<file path="src/rtl/cdb_pkg.sv">
// Common Data Bus definitions shared by the arbiter, the Registers block and the reservation stations.
package cdb_pkg;

  localparam int DATA_W = 32;
  localparam int TAG_W  = 6;
  localparam int NO_TAG = 0;

  typedef logic [TAG_W-1:0] tag_t;

  typedef struct packed {
    logic              valid;
    tag_t              tag;
    logic [DATA_W-1:0] data;
  } cdb_beat_t;

endpackage

</file>
<file path="src/rtl/cdb_arbiter_rr_picker.sv">
// Combinational round-robin picker: first eligible index at or after rr_ptr, wrapping, one-hot out.
module rr_picker #(
  parameter int N     = 4,
  parameter int PTR_W = $clog2(N)
) (
  input  logic [N-1:0]     eligible_i,
  input  logic [PTR_W-1:0] rr_ptr_i,
  output logic [N-1:0]     grant_o
);

  logic [PTR_W:0]   sum_s;
  logic [PTR_W-1:0] idx_s;
  logic             found_s;

  // Scan from rr_ptr upward; the sum is one bit wider so the wrap is an explicit compare-and-subtract.
  always_comb begin
    grant_o = '0;
    found_s = 1'b0;
    sum_s   = '0;
    idx_s   = '0;
    for (int k = 0; k < N; k++) begin
      sum_s = {1'b0, rr_ptr_i} + (PTR_W+1)'(k);
      if (sum_s >= (PTR_W+1)'(N)) begin
        sum_s = sum_s - (PTR_W+1)'(N);
      end else begin
        sum_s = sum_s;
      end
      idx_s = sum_s[PTR_W-1:0];
      if (!found_s && eligible_i[idx_s]) begin
        grant_o[idx_s] = 1'b1;
        found_s        = 1'b1;
      end else begin
        found_s = found_s;
      end
    end
  end

endmodule

</file>
<file path="src/rtl/cdb_arbiter.sv">
// Round-robin arbiter that registers one functional-unit result per cycle onto the CDB.
// Optional per-unit saturating grant counters are enabled with CDB_GRANT_STATS_EN.
module cdb_arbiter #(
  parameter int N_REQ  = 4,
  parameter int DATA_W = cdb_pkg::DATA_W,
  parameter int TAG_W  = cdb_pkg::TAG_W
) (
  input  logic                    clock,
  input  logic                    reset,
  input  logic [N_REQ-1:0]        req,
  input  logic [N_REQ*DATA_W-1:0] req_data,
  input  logic [N_REQ*TAG_W-1:0]  req_tag,
  input  logic                    flush,
  output logic [N_REQ-1:0]        grant,
  output logic [DATA_W-1:0]       CDB_data,
  output logic [TAG_W-1:0]        CDB_source,
  output logic                    CDB_write,
  output logic                    tag_error
`ifdef CDB_GRANT_STATS_EN
  ,
  output logic [N_REQ*16-1:0]     grant_count
`endif
);

  import cdb_pkg::*;

  localparam int PTR_W = $clog2(N_REQ);

  logic [N_REQ-1:0]  eligible_s;
  logic [N_REQ-1:0]  pick_s;
  logic [N_REQ-1:0]  grant_s;
  logic              tag_bad_s;
  logic [PTR_W-1:0]  g_idx_s;
  logic [DATA_W-1:0] sel_data_s;
  logic [TAG_W-1:0]  sel_tag_s;

  logic [PTR_W-1:0]  rr_ptr_q, rr_ptr_d;
  logic [DATA_W-1:0] cdb_data_q, cdb_data_d;
  logic [TAG_W-1:0]  cdb_source_q, cdb_source_d;
  logic              cdb_write_q, cdb_write_d;
  logic              tag_error_q, tag_error_d;

  rr_picker #(.N(N_REQ), .PTR_W(PTR_W)) u_picker (
    .eligible_i (eligible_s),
    .rr_ptr_i   (rr_ptr_q),
    .grant_o    (pick_s)
  );

  // Eligibility, illegal-tag detection and the squashable grant.
  always_comb begin
    eligible_s = '0;
    tag_bad_s  = 1'b0;
    for (int i = 0; i < N_REQ; i++) begin
      eligible_s[i] = req[i] && (req_tag[i*TAG_W +: TAG_W] != TAG_W'(NO_TAG));
      tag_bad_s     = tag_bad_s | (req[i] && (req_tag[i*TAG_W +: TAG_W] == TAG_W'(NO_TAG)));
    end
    if (reset || flush) begin
      grant_s = '0;
    end else begin
      grant_s = pick_s;
    end
  end

  assign grant = grant_s;

  // Encode the granted unit and select its beat.
  always_comb begin
    g_idx_s    = '0;
    sel_data_s = '0;
    sel_tag_s  = '0;
    for (int i = 0; i < N_REQ; i++) begin
      if (grant_s[i]) begin
        g_idx_s    = PTR_W'(i);
        sel_data_s = req_data[i*DATA_W +: DATA_W];
        sel_tag_s  = req_tag[i*TAG_W +: TAG_W];
      end else begin
        g_idx_s = g_idx_s;
      end
    end
  end

  // Next-state for the broadcast register, pointer and sticky error.
  always_comb begin
    cdb_write_d = |grant_s;
    tag_error_d = tag_error_q | tag_bad_s;
    if (cdb_write_d) begin
      cdb_data_d   = sel_data_s;
      cdb_source_d = sel_tag_s;
      if (g_idx_s == PTR_W'(N_REQ-1)) begin
        rr_ptr_d = '0;
      end else begin
        rr_ptr_d = g_idx_s + PTR_W'(1);
      end
    end else begin
      cdb_data_d   = cdb_data_q;
      cdb_source_d = cdb_source_q;
      rr_ptr_d     = rr_ptr_q;
    end
  end

  // Arbiter state registers.
  always_ff @(posedge clock or posedge reset) begin
    if (reset) begin
      rr_ptr_q     <= '0;
      cdb_data_q   <= '0;
      cdb_source_q <= '0;
      cdb_write_q  <= 1'b0;
      tag_error_q  <= 1'b0;
    end else begin
      rr_ptr_q     <= rr_ptr_d;
      cdb_data_q   <= cdb_data_d;
      cdb_source_q <= cdb_source_d;
      cdb_write_q  <= cdb_write_d;
      tag_error_q  <= tag_error_d;
    end
  end

  assign CDB_data   = cdb_data_q;
  assign CDB_source = cdb_source_q;
  assign CDB_write  = cdb_write_q;
  assign tag_error  = tag_error_q;

`ifdef CDB_GRANT_STATS_EN
  logic [15:0] cnt_q [N_REQ];
  logic [15:0] cnt_d [N_REQ];

  // Saturating per-unit grant counters; flushed cycles never grant so never count.
  always_comb begin
    for (int i = 0; i < N_REQ; i++) begin
      if (grant_s[i] && (cnt_q[i] != 16'hFFFF)) begin
        cnt_d[i] = cnt_q[i] + 16'd1;
      end else begin
        cnt_d[i] = cnt_q[i];
      end
      grant_count[i*16 +: 16] = cnt_q[i];
    end
  end

  // Counter registers.
  always_ff @(posedge clock or posedge reset) begin
    if (reset) begin
      for (int i = 0; i < N_REQ; i++) begin
        cnt_q[i] <= 16'd0;
      end
    end else begin
      for (int i = 0; i < N_REQ; i++) begin
        cnt_q[i] <= cnt_d[i];
      end
    end
  end
`endif

endmodule

</file>
<file path="config.mk">
export PLATFORM = sky130hd
export DESIGN_NAME = cdb_arbiter
export DESIGN_NICKNAME = d
export VERILOG_FILES = /design/src/rtl/cdb_pkg.sv /design/src/rtl/cdb_arbiter_rr_picker.sv /design/src/rtl/cdb_arbiter.sv
export SDC_FILE = /design/constraint.sdc
export NUM_CORES = 1
export LEC_CHECK = 0
export BUFFER_PORTS_ARGS = -buffer_cell sky130_fd_sc_hd__buf_2
export CORE_UTILIZATION = 36
export DETAILED_ROUTE_END_ITERATION = 8
export HOLD_SLACK_MARGIN = 0.12
export PLACE_DENSITY = 0.72
export SYNTH_ARGS = -nofsm -noshare
export SYNTH_HDL_FRONTEND = slang
export SYNTH_HIERARCHICAL = 1
export SYNTH_SLANG_ARGS = --single-unit
export TNS_END_PERCENT = 30
</file>
<file path="constraint.sdc">
create_clock -name clock -period 5.8 [get_ports clock]
set_input_delay 1.45 -clock clock [delete_from_list [all_inputs] [get_ports clock]]
set_output_delay 1.45 -clock clock [all_outputs]
set_load 0.01 [all_outputs]
</file>
==> results_dict.tcl <==
set metrics [dict create \
    synth_top_family_by_area "compound AO/OA/AOI/OAI gates" \
    drive_gt1_share_pct 46.44 \
    crit_fanout 10 \
    synth-compound-area-share_pct 37.49 \
    instances_no_fill 642 \
    antenna_left 0 \
    final_common_cell "buf_2" \
    cts_root_buf "clkbuf_8" \
    leakagePower_nw 2.104 \
    hpwl_mm 8.358 \
    dp_slack_ns 0.1835 \
    rows 34 \
    grt_usage_pct 23.99 \
    p_sw_share_pct 47.67 \
    min_to "tag_error" \
    switchingPower_mw 1.151 \
    wl_per_cell_um 17.79 \
    timing.hold.ws_ns 0.5103 \
    min-delay-start "tag_error" \
    synth_mux_area_share_pct 2.923 \
    grt-ovfl-total 0 \
    cts_sinks 42 \
    place.gp.congestion 0.8998 \
    layout_common_cells "buf_2, dfrtp_1, inv_1" \
    synth_top_area_cell "dfrtp_1" \
    synth_seq_area_share_pct 32.74 \
    ios 203 \
    crit_top_cell "buf_2" \
    slew_violations 0 \
    crit_chain "buf_2 -> nor4_1 -> a21boi_0 -> mux4_2 -> nor4b_4 -> a221o_1 -> or3b_2 -> inv_1 -> buf_2" \
    synth_nets 515 \
    synth_seq_cells 42 \
    clock-skew-final_ns 0.005028 \
    drc_errors 0 \
    ir_drop_v 0.0003584 \
    fmax_ghz 0.1760 \
    cpPeakStageDelay_ns 0.64 \
    reg2regPathDepth 9 \
    run_status "complete, no violations" \
    syn_to_final_growth_pct 37.49 \
    antenna_found_initial 0 \
    r2r-start "rr_ptr_q[0]" \
    critPathArrivalTime_ns 4.23 \
    timing.final.ws_setup_ns 0.1178 \
    r2r_end "CDB_data[10]" \
    r2r_slack_ns 1.88 \
    power_frac_clock_pct 12.2 \
    cts_buffer_depth 2 \
    synth_cells 350 \
    cts_resized 0 \
    holdPathStages 2 \
    worst_pin_slew_ns 1.110 \
    ys_async_sr_fraction_pct 100.0 \
    ys.flop_type "dfrtp_1" \
    hold_buffers 0 \
    synth.top_cells.by_area "dfrtp_1, a32oi_1, a211oi_1" \
    cts_buffers 5 \
    cp_data_required_time_ns 4.35 \
    dp_cells 634 \
    cap_violations 0 \
    ys_warn_count 6 \
    min_period_over_period_pct 97.97 \
    min_period_ns 5.682 \
    synth_fa_ha_area_share_pct 2.338 \
    synthesis.area_um2 3211 \
    setup_violations 0 \
    drt-initial-drc-count 209 \
    grt_max_degree 43 \
    synth_area_per_cell_um2 9.173 \
    worstSetupPathType "input pin to output pin" \
    synthDistinctLibCells 38 \
    synth-edff-count 0 \
    start_util_pct 37.00 \
    drt_first_pass_iters 5 \
    combPwrFrac_pct 66.2 \
    yosysTopAreaCellShare_pct 32.74 \
    hp-class "flip-flop to flip-flop" \
    clkTransAtPathRegs_ns 0.09 \
    die_x_um 96.44 \
    diodes 0 \
    rsz0062_at_grt "false" \
    die_area_um2 9300 \
    grt_first_pass_wirelength_mm 17.06 \
    slew_headroom_pct 25.99 \
    h-tree-depth 2 \
    critPathLaunchType "input pin" \
    yosys.area_share.simple_pct 14.50 \
    grt_pass1_vias 3477 \
    portBuffers 202 \
    fin_nets 698 \
    num_vias 3746 \
    clk_latency_ns 0.29 \
    die-height_um 96.44 \
    crit_slowest_cell "mux4_2" \
    wirelength_mm 11.42 \
    core_area_um2 8678 \
    post_drt_via_cell_ratio 5.835 \
    power_density_nw_per_um2 547.1 \
    cts_tree "built" \
    hold_viol 0 \
    postCtsSetupRepairBufs 0 \
    synth_xor_area_share_pct 0 \
    p_int_mw 1.264 \
    seqPwrFrac_pct 21.6 \
    fin_setup_tns_ns 0 \
    cp-end-kind "output pin" \
]
==> cells by family after synthesis <==
| logic type | count (synthesis) |
|---|---|
| AOI/OAI and AO/OA | 142 |
| and+or+nand+nor | 83 |
| buffers and inverters | 73 |
| DFF | 42 |
| adders and majority gates | 6 |
| muxes | 4 |
==> sequential cells by signal, summed over array words and instances (netlist names) <==
register,flops
CDB_data,32
CDB_source,6
tag_error,1
CDB_write,1
rr_ptr_q,2
==> how the worst max path moves through the flow <==
stage	endpoint	cells after the start	from	slack, ns
floorplan	grant[3]	10	req_tag[22]	0.15
global placement	grant[3]	9	req_tag[8]	0.25
detailed placement	grant[3]	9	req_tag[22]	0.18
CTS	grant[3]	9	req_tag[22]	0.17
global route	grant[3]	9	req_tag[8]	0.01
finish	grant[3]	9	req_tag[8]	0.12
==> cell usage after synthesis, types with 2 or more instances <==
master and n:
buf_6 3, inv_1 36, nor2_1 34, ha_1 6, a221o_1 14, nor3b_1 2, a21oi_1 12, a221oi_2 9
nor2b_1 10, o21ai_0 15, nor4b_4 3, a32oi_1 28, nand3_1 3, buf_2 17, a211oi_1 28, nor4_1 5
o41ai_2 4, clkbuf_1 15, nand2_1 9, a21boi_0 4, mux4_2 3, a221oi_1 19, nor3_1 10, dfrtp_1 42
o41ai_1 6
==> final cells by class <==
| cell class | instances | area, um2 |
|---|---|---|
| Clock buffer | 6 | 82.58 |
| Clock inverter | 2 | 60.06 |
| Fill cell | 855 | 4264 |
| Inverter | 36 | 135.1 |
| Multi-Input combinational cell | 235 | 1857 |
| Sequential cell | 42 | 1051 |
| Tap cell | 108 | 135.1 |
| Timing Repair Buffer | 213 | 1094 |
==> power groups by stage <==
stage	registers [mW]	clock network, mW	logic [mW]
floorplan	0.584	0	1.04
global placement	0.521	0	1.56
detailed placement	0.527	0	1.59
CTS	0.524	0.302	1.59
global route	0.545	0.311	1.73
finish	0.523	0.295	1.60
==> routing by layer <==
metal	part of all wire, %	vias up	global-route usage (%)
li1	-	1740	-
met1	40	1778	29.17
met2	51	210	43.68
met3	6.7	18	3.365
met4	1.7	0	7.353
met5	0	-	0
==> critical path: cells and delay by family <==
family / cells / cell delay, ns
compound gates: 2 / 0.54
simple gates: 3 / 1.30
mux: 1 / 0.64
buf+inv: 3 / 0.32
==> through the flow <==
stage          power (mW)  util [%]  cell area (um2)
3_5_place_dp        2.115     49.22             4272
6_report            2.415     50.87             4414
4_1_cts             2.417     50.87             4414
2_1_floorplan       1.620         -             3211
5_1_grt             2.584     50.87             4414
3_3_place_gp        2.083     49.22             4272
Note: power is estimated with default switching activity, not from simulation.
